File: src/rtl/uart_rx_pkg.sv
// Shared types and constants for the UART receive framer: FSM state encoding,
// the widest supported character, and a helper giving strobes per frame.
package uart_rx_pkg;

   typedef enum logic [1:0] {
      IDLE   = 2'd0,
      DATA   = 2'd1,
      PARITY = 2'd2,
      STOP   = 2'd3
   } rx_state_e;

   localparam int MAX_DATA_BITS = 9;

   // Start bit + data bits + optional parity bit + stop bits.
   function automatic int frame_len(input int dataBits, input int stopBits, input bit hasParity);
      return 1 + dataBits + (hasParity ? 1 : 0) + stopBits;
   endfunction

endpackage

File: src/rtl/frame_bit_counter.sv
// Counts strobes within one framer state; tc_o pulses on the strobe that reaches
// TERM_COUNT, and the count wraps back to zero on that same strobe.
module frame_bit_counter #(
   parameter int TERM_COUNT = 8
) (
   input  logic clk,
   input  logic rst,
   input  logic clear_i,
   input  logic step_i,
   output logic tc_o
);

   localparam int W = (TERM_COUNT > 1) ? $clog2(TERM_COUNT) : 1;
   localparam logic [W-1:0] LAST = W'(TERM_COUNT - 1);

   logic [W-1:0] count_q;

   always_ff @(posedge clk) begin
      if (rst || clear_i) begin
         count_q <= '0;
      end else if (step_i) begin
         count_q <= (count_q == LAST) ? '0 : count_q + 1'b1;
      end
   end

   assign tc_o = step_i && (count_q == LAST);

endmodule

File: src/rtl/uart_rx_framer.sv
// UART receive framer: assembles strobed line samples into characters with a
// valid/ready output hold and sticky overrun. Define PARITY_CHECK_EN to add a parity bit.
module uart_rx_framer
   import uart_rx_pkg::*;
#(
   parameter int DATA_BITS  = 8,
   parameter int STOP_BITS  = 1,
   parameter int PARITY_ODD = 0
) (
   input  logic                 clk,
   input  logic                 rst,
   input  logic                 bit_strobe,
   input  logic                 rx_bit,
   input  logic                 char_ready,
   input  logic                 err_clr,
   output logic [DATA_BITS-1:0] char_data,
   output logic                 char_valid,
   output logic                 frame_err,
   output logic                 parity_err,
   output logic                 overrun,
   output logic                 busy
);

   if (DATA_BITS < 5 || DATA_BITS > MAX_DATA_BITS || STOP_BITS < 1 || STOP_BITS > 2 ||
       PARITY_ODD < 0 || PARITY_ODD > 1) begin : gBadParams
      $error("uart_rx_framer: parameter out of legal range");
   end

   rx_state_e            state_q;
   logic [DATA_BITS-1:0] shift_q;
   logic [DATA_BITS-1:0] charData_q;
   logic                 stopErr_q;
   logic                 charValid_q;
   logic                 frameErr_q;
   logic                 overrun_q;
   logic                 busy_q;
   logic                 dataTc;
   logic                 stopTc;
   logic                 handshake;
   logic                 frameErr_d;
   logic                 parityErr_d;

   frame_bit_counter #(.TERM_COUNT(DATA_BITS)) dataCnt (
      .clk     (clk),
      .rst     (rst),
      .clear_i (bit_strobe && (state_q == IDLE)),
      .step_i  (bit_strobe && (state_q == DATA)),
      .tc_o    (dataTc)
   );

   frame_bit_counter #(.TERM_COUNT(STOP_BITS)) stopCnt (
      .clk     (clk),
      .rst     (rst),
      .clear_i (bit_strobe && (state_q == IDLE)),
      .step_i  (bit_strobe && (state_q == STOP)),
      .tc_o    (stopTc)
   );

   assign handshake  = charValid_q && char_ready;
   assign frameErr_d = stopErr_q || !rx_bit;

`ifdef PARITY_CHECK_EN
   logic parityBit_q;
   logic parityErr_q;

   // Even parity: data plus parity bit has an even number of ones; odd flips the sense.
   assign parityErr_d = (^shift_q) ^ parityBit_q ^ PARITY_ODD[0];
   assign parity_err  = parityErr_q;
`else
   assign parityErr_d = 1'b0;
   assign parity_err  = 1'b0;
`endif

   always_ff @(posedge clk) begin
      if (rst) begin
         state_q     <= IDLE;
         shift_q     <= '0;
         charData_q  <= '0;
         stopErr_q   <= 1'b0;
         charValid_q <= 1'b0;
         frameErr_q  <= 1'b0;
         overrun_q   <= 1'b0;
         busy_q      <= 1'b0;
`ifdef PARITY_CHECK_EN
         parityBit_q <= 1'b0;
         parityErr_q <= 1'b0;
`endif
      end else begin
         if (handshake) begin
            charValid_q <= 1'b0;
         end
         if (err_clr) begin
            overrun_q <= 1'b0;
         end
         if (bit_strobe) begin
            unique case (state_q)
               IDLE: begin
                  if (!rx_bit) begin
                     state_q   <= DATA;
                     busy_q    <= 1'b1;
                     stopErr_q <= 1'b0;
                  end
               end
               DATA: begin
                  shift_q <= {rx_bit, shift_q[DATA_BITS-1:1]};
                  if (dataTc) begin
`ifdef PARITY_CHECK_EN
                     state_q <= PARITY;
`else
                     state_q <= STOP;
`endif
                  end
               end
               PARITY: begin
`ifdef PARITY_CHECK_EN
                  parityBit_q <= rx_bit;
                  state_q     <= STOP;
`else
                  state_q     <= IDLE;
                  busy_q      <= 1'b0;
`endif
               end
               STOP: begin
                  stopErr_q <= frameErr_d;
                  if (stopTc) begin
                     state_q <= IDLE;
                     busy_q  <= 1'b0;
                     // A pending unconsumed character wins; the new one is dropped.
                     if (!charValid_q || handshake) begin
                        charValid_q <= 1'b1;
                        charData_q  <= shift_q;
                        frameErr_q  <= frameErr_d;
`ifdef PARITY_CHECK_EN
                        parityErr_q <= parityErr_d;
`endif
                     end else begin
                        overrun_q <= 1'b1;
                     end
                  end
               end
            endcase
         end
      end
   end

   assign char_data  = charData_q;
   assign char_valid = charValid_q;
   assign frame_err  = frameErr_q;
   assign overrun    = overrun_q;
   assign busy       = busy_q;

endmodule

File: config.mk
export PLATFORM = sky130hd
export DESIGN_NAME = uart_rx_framer
export DESIGN_NICKNAME = d
export VERILOG_FILES = /design/src/rtl/uart_rx_pkg.sv /design/src/rtl/frame_bit_counter.sv /design/src/rtl/uart_rx_framer.sv
export SDC_FILE = /design/constraint.sdc
export NUM_CORES = 1
export LEC_CHECK = 0
export CORE_AREA = 5 5 52 54
export DETAILED_ROUTE_END_ITERATION = 10
export DIE_AREA = 0 0 57 59
export PLACE_DENSITY_LB_ADDON = 0.12
export SLEW_MARGIN = 30
export SYNTH_ARGS = -nofsm -noshare
export SYNTH_HDL_FRONTEND = slang
export SYNTH_SLANG_ARGS = --single-unit
File: constraint.sdc
create_clock -name clk -period 1.87 [get_ports clk]
set_input_delay 0.374 -clock clk [delete_from_list [all_inputs] [get_ports clk]]
set_output_delay 0.374 -clock clk [all_outputs]
set_load 0.005 [all_outputs]
# Word-level counts from Yosys, hierarchy flattened
# Cells that the tools add are included.
# totals
output_inout_bits	13
inputBits	6
wordCells	60
reg_bits	27
# op_classes
n_eq_ne	7
muxes	21
bitwise	1
n_reduce_logical	19
n_addsub	2
# op_table
op	n
$mux W1	14
$reduce_and A4 Y1	3
$pmux W2 S4	1
$logic_and A1 B1 Y1	6
$mux W2	3
$eq A2 B2 Y1 const B	2
$ne A2 B1 Y1 const B	2
$add A3 B1 Y3 const B	1
$eq A3 B3 Y1 const B	1
$logic_or A1 B1 Y1	3
$mux W3	1
$pmux W1 S3	1
$reduce_and A3 Y1	1
$reduce_bool A3 Y1	1
$eq A2 B1 Y1 const B	1
$logic_not A1 Y1	2
$logic_not A2 Y1	1
$ne A2 B2 Y1 const B	1
$pmux W1 S2	1
$reduce_and A2 Y1	1
$reduce_bool A2 Y1	1
$add A1 B1 Y1 const B	1
$not A1 Y1	1

# Logic depth before layout (Yosys ltp)
# depth
depth_word	6
ltp_mapped	5
mapped_depth_nobuf	5

# Modules after synthesis
# A second synthesis with hierarchy kept.
# unflattened
cells_unflattened	125
hier_area_um2	1127.3
# modules_own_cells
module	cells_each	area_each_um2	n_inst	seq_area_each_um2
uart_rx_framer	110	964.7	1	460.4
frame_bit_counter at dataCnt	14	155.1	1	60.1
frame_bit_counter at stopCnt	1	7.5	1	0.0

# Least setup slack after synthesis
# Ideal clock, no wire load.
# synth_path
kind	reg2reg
from	reg dataCnt.count_q[0]
to	reg dataCnt.count_q[0]
path_buffers	0
arrival_ns	1.286
period_less_slack_ns	1.356
required_ns	1.800
setup_time_ns	0.070
setup_slack_ns	0.514
path_stages_with_launch	5
cell_sequence	dfxtp_1 ha_1 ha_1 or4b_1 a21oi_1
# synth_via
elab_chain_len	2
elab_cells_between_ends	3
classes_between	add/sub: 1; eq/ne: 1; mux: 1
# synth_rtl
element	line	source
start: declaration	frame_bit_counter.sv:16	logic [W-1:0] count_q;
start signal: assignment	frame_bit_counter.sv:22	count_q <= (count_q == LAST) ? '0 : count_q + 1'b1;
$add A3 B1 Y3 / $eq A3 B3 Y1 (equally long branches)	frame_bit_counter.sv:22	
$mux W3 (*)	frame_bit_counter.sv:22	
# Every way passes the cells marked *; elsewhere a longest branch is shown, timed or not.
# A chain may end at the register's enable or synchronous reset.

# Worst setup path after layout
# layout_path
from	reg charValid_q, in the netlist char_valid
to	out char_valid
# layout_rtl
element	line	source
start: declaration	uart_rx_framer.sv:33	logic charValid_q;
start signal: assignment	uart_rx_framer.sv:80	charValid_q <= 1'b0;
start signal: assignment	uart_rx_framer.sv:90	charValid_q <= 1'b0;
start signal: assignment	uart_rx_framer.sv:130	charValid_q <= 1'b1;
end: declaration	uart_rx_framer.sv:17	output logic char_valid,
# No word-level cell between the ends.

==> run metrics <==
status finished clean; Mapped Nets roughly 120; synthesized flop and latch total 26; Worst-Margin Slew approximately 0.61 ns; Worst Setup Slack post-DPL approximately 0.14 ns; hold_buf cts 0; setup TNS 0 ns; Die H approximately 59 um; top cell type by total area after synthesis dfxtp_1; Worst Hold Class reg -> reg; overall die width between 50 and 60 um; RSZ-0062 raised after global routing false; clk sinks 26; CTS tree done; worst path bufs/invs 1; post-CTS setup buffers 0; post-DR vias/cell about 5.3; Net Switching 194 uW; top cell type's share of synthesized area 0.493; layout cell share with drive strength beyond 1 0.0846; internal power between 800 and 900 uW; Ys Warns 0; Fin Clk Skew ~0.008 ns; Critical Path Sink Type output port; Vias approximately 840; routed len/inst roughly 13 um; delay of the slowest critical-path stage about 0.50 ns; Syn Std Cell Area 1060 um^2; crit start category flip-flop; Slew Limit Fails 0; Seq pwr share 0.566; total core area about 2200 um^2; compound-cell area share of the yosys netlist 0.134; Post-Synth XOR/XNOR Area 0; Area contributors post-synth dfxtp_1 (49%), mux2i_1 (7.6%), a21oi_1 (7.1%); leakage 0.501 nW; port bufs 17; period utilisation layout 0.837; I/O Pins 19; total die area 3360 um^2; endpoints failing setup 0; first-pass GRT wire length roughly 3.4 mm; power share of the clock group 0.383; r2r setup slk 0.38 ns; Area Overhead vs Synth 22.3%; Final Cell Area around 1300 um^2; crit path DAT around 1.2 ns; Clock Latency Late Sink ~0.32 ns; clk root buf clkbuf_4; crit path time final between 1.5 and 2 ns; post-cts sizing count 0; ANT cells 0; post-synthesis mux area share 0.0865; vias in the first global route 760; maximum resistive drop on vdd between 500 and 600 uV; Yosys cell types 26; slew margin rel. 0.593; largest net degree at the start of global routing 16; sw frac 0.195; clock slew at reported path FFs about 0.14 ns; logic gate share of total power 0.051; Pre-antenna DRT Iters 4; All-Layer GR Usage 0.126; main combinational cell family by area after synthesis simple AND/OR/NAND/NOR gates; post-synthesis sequential area ratio 0.493; Starting Density 0.487; synthesized-area fraction occupied by adder cells 0.0237; Simple-Gate Fraction of Synth Area 0.203; Core Util, Final 0.595; Syn Inst Count 115; total gr overflow 0; count of final hold-check violations 0; H-tree lvl count 1; Cell Rows 17; highest-count cells in the layout ignoring fill and taps dfxtp_1 (26), clkdlybuf4s50_1 (17), a21oi_1 (15); hpwl dp approximately 1.5 mm; Fill cells a little over 200; Avg Inst Size Synth 9.18 um^2; commonest non-fill, non-tap cell in the layout dfxtp_1; Critical-path top delay cell clkdlybuf4s50_1; Crit Path Max Fanout 3; power per cell area 772 nW/um^2; GPL Wtd Cong 0.696; drt drc 0; TritonCTS Buffers 3; crit-path cells clkdlybuf4s50_1; ANT nets after route 0; Peak Freq ~0.64 GHz; DRT Wirelength between 2 and 2.5 mm; initial DRC count 11; DP Area roughly 1200 um^2; antenna violations before repair 0; Top delay family on crit path buffers and inverters; Setup CP Type reg -> out; net count reported at finish around 140; Critical Path RT approximately 1.5 ns; min setup slack post-route 0.305 ns; max_cap viols 0; Max clock buf depth 2
state kept, by name, summed over array words and instances (netlist names), 2 cells and up:
signal           count
char_data            8
state_q              2
shift_q              8
dataCnt.count_q      3
power by group through the flow:
stage / registers (mW) / logic [mW] / clock network [mW]
finish: 0.564 / 0.0509 / 0.382
global route: 0.566 / 0.0551 / 0.418
CTS: 0.564 / 0.0511 / 0.391
detailed placement: 0.576 / 0.0508 / 0
global placement: 0.576 / 0.0500 / 0
floorplan: 0.573 / 0.0341 / 0
layout make-up:
| type | count | area, um^2 | area share |
|---|---|---|---|
| repair buffers | 22 | 208 | 0.161 |
| flip-flops and latches | 26 | 520 | 0.403 |
| clock buffers | 3 | 22.5 | 0.0174 |
| clock inverters | 1 | 30.0 | 0.0233 |
| multi-input cells | 78 | 475 | 0.368 |
| well taps | 28 | 35.0 | 0.0271 |
final timing paths:
check,from,endpoint,cells after the start
setup / recovery,char_valid,char_valid,1
setup reg to reg,dataCnt.count_q[0],dataCnt.count_q[0],4
hold reg to reg,dataCnt.count_q[1],dataCnt.count_q[1],2
hold / removal,dataCnt.count_q[1],dataCnt.count_q[1],2
cell usage after synthesis:
cell type / instances
dfxtp_1: 26
a21oi_1: 15
nand3_1: 11
nor2_1: 11
o21ai_0: 9
mux2i_1: 8
clkbuf_1: 5
nand2_1: 4
buf_2: 3
nor2b_1: 3
buf_4: 2
ha_1: 2
nand2b_1: 2
o21a_1: 2
a31oi_1: 1
and3_1: 1
buf_6: 1
conb_1: 1
mux2_2: 1
nand2b_4: 1
nand3b_1: 1
nand4b_1: 1
nand4bb_1: 1
nor3_1: 1
nor4b_1: 1
or4b_1: 1
worst register-to-register path, stage by stage (launching register included):
cell and delay [ns]:
dfxtp_1 0.35, ha_1 0.20, ha_1 0.23, or4b_1 0.51
a21oi_1 0.14
through the flow:
step,cells,hold slack [ns],power [mW]
global route,158,0.509,1.04
finish,158,0.473,0.997
detailed placement,154,0.456,0.627
floorplan,115,0.436,0.607
global placement,154,0.449,0.626
CTS,158,0.478,1.01
routing by layer:
metal | wire length (um) | part of all wire | up-vias | track usage
met5 | 0 | 0 | - | 0
met4 | 18 | 0.0089 | 0 | 0.0563
met3 | 96 | 0.048 | 2 | 0.0218
met2 | 892 | 0.44 | 18 | 0.201
met1 | 1000 | 0.50 | 390 | 0.168
li1 | - | - | 427 | -
cell families (layout without fill, tap and decap cells):
kind of cell	count (synthesis)	count (layout)
compound gates	27	27
fa+ha+maj	2	2
buf+inv	11	26
flops	26	26
mux	9	9
other cells	1	1
simple gates	39	39
Note: power is estimated with default switching activity, not from simulation.
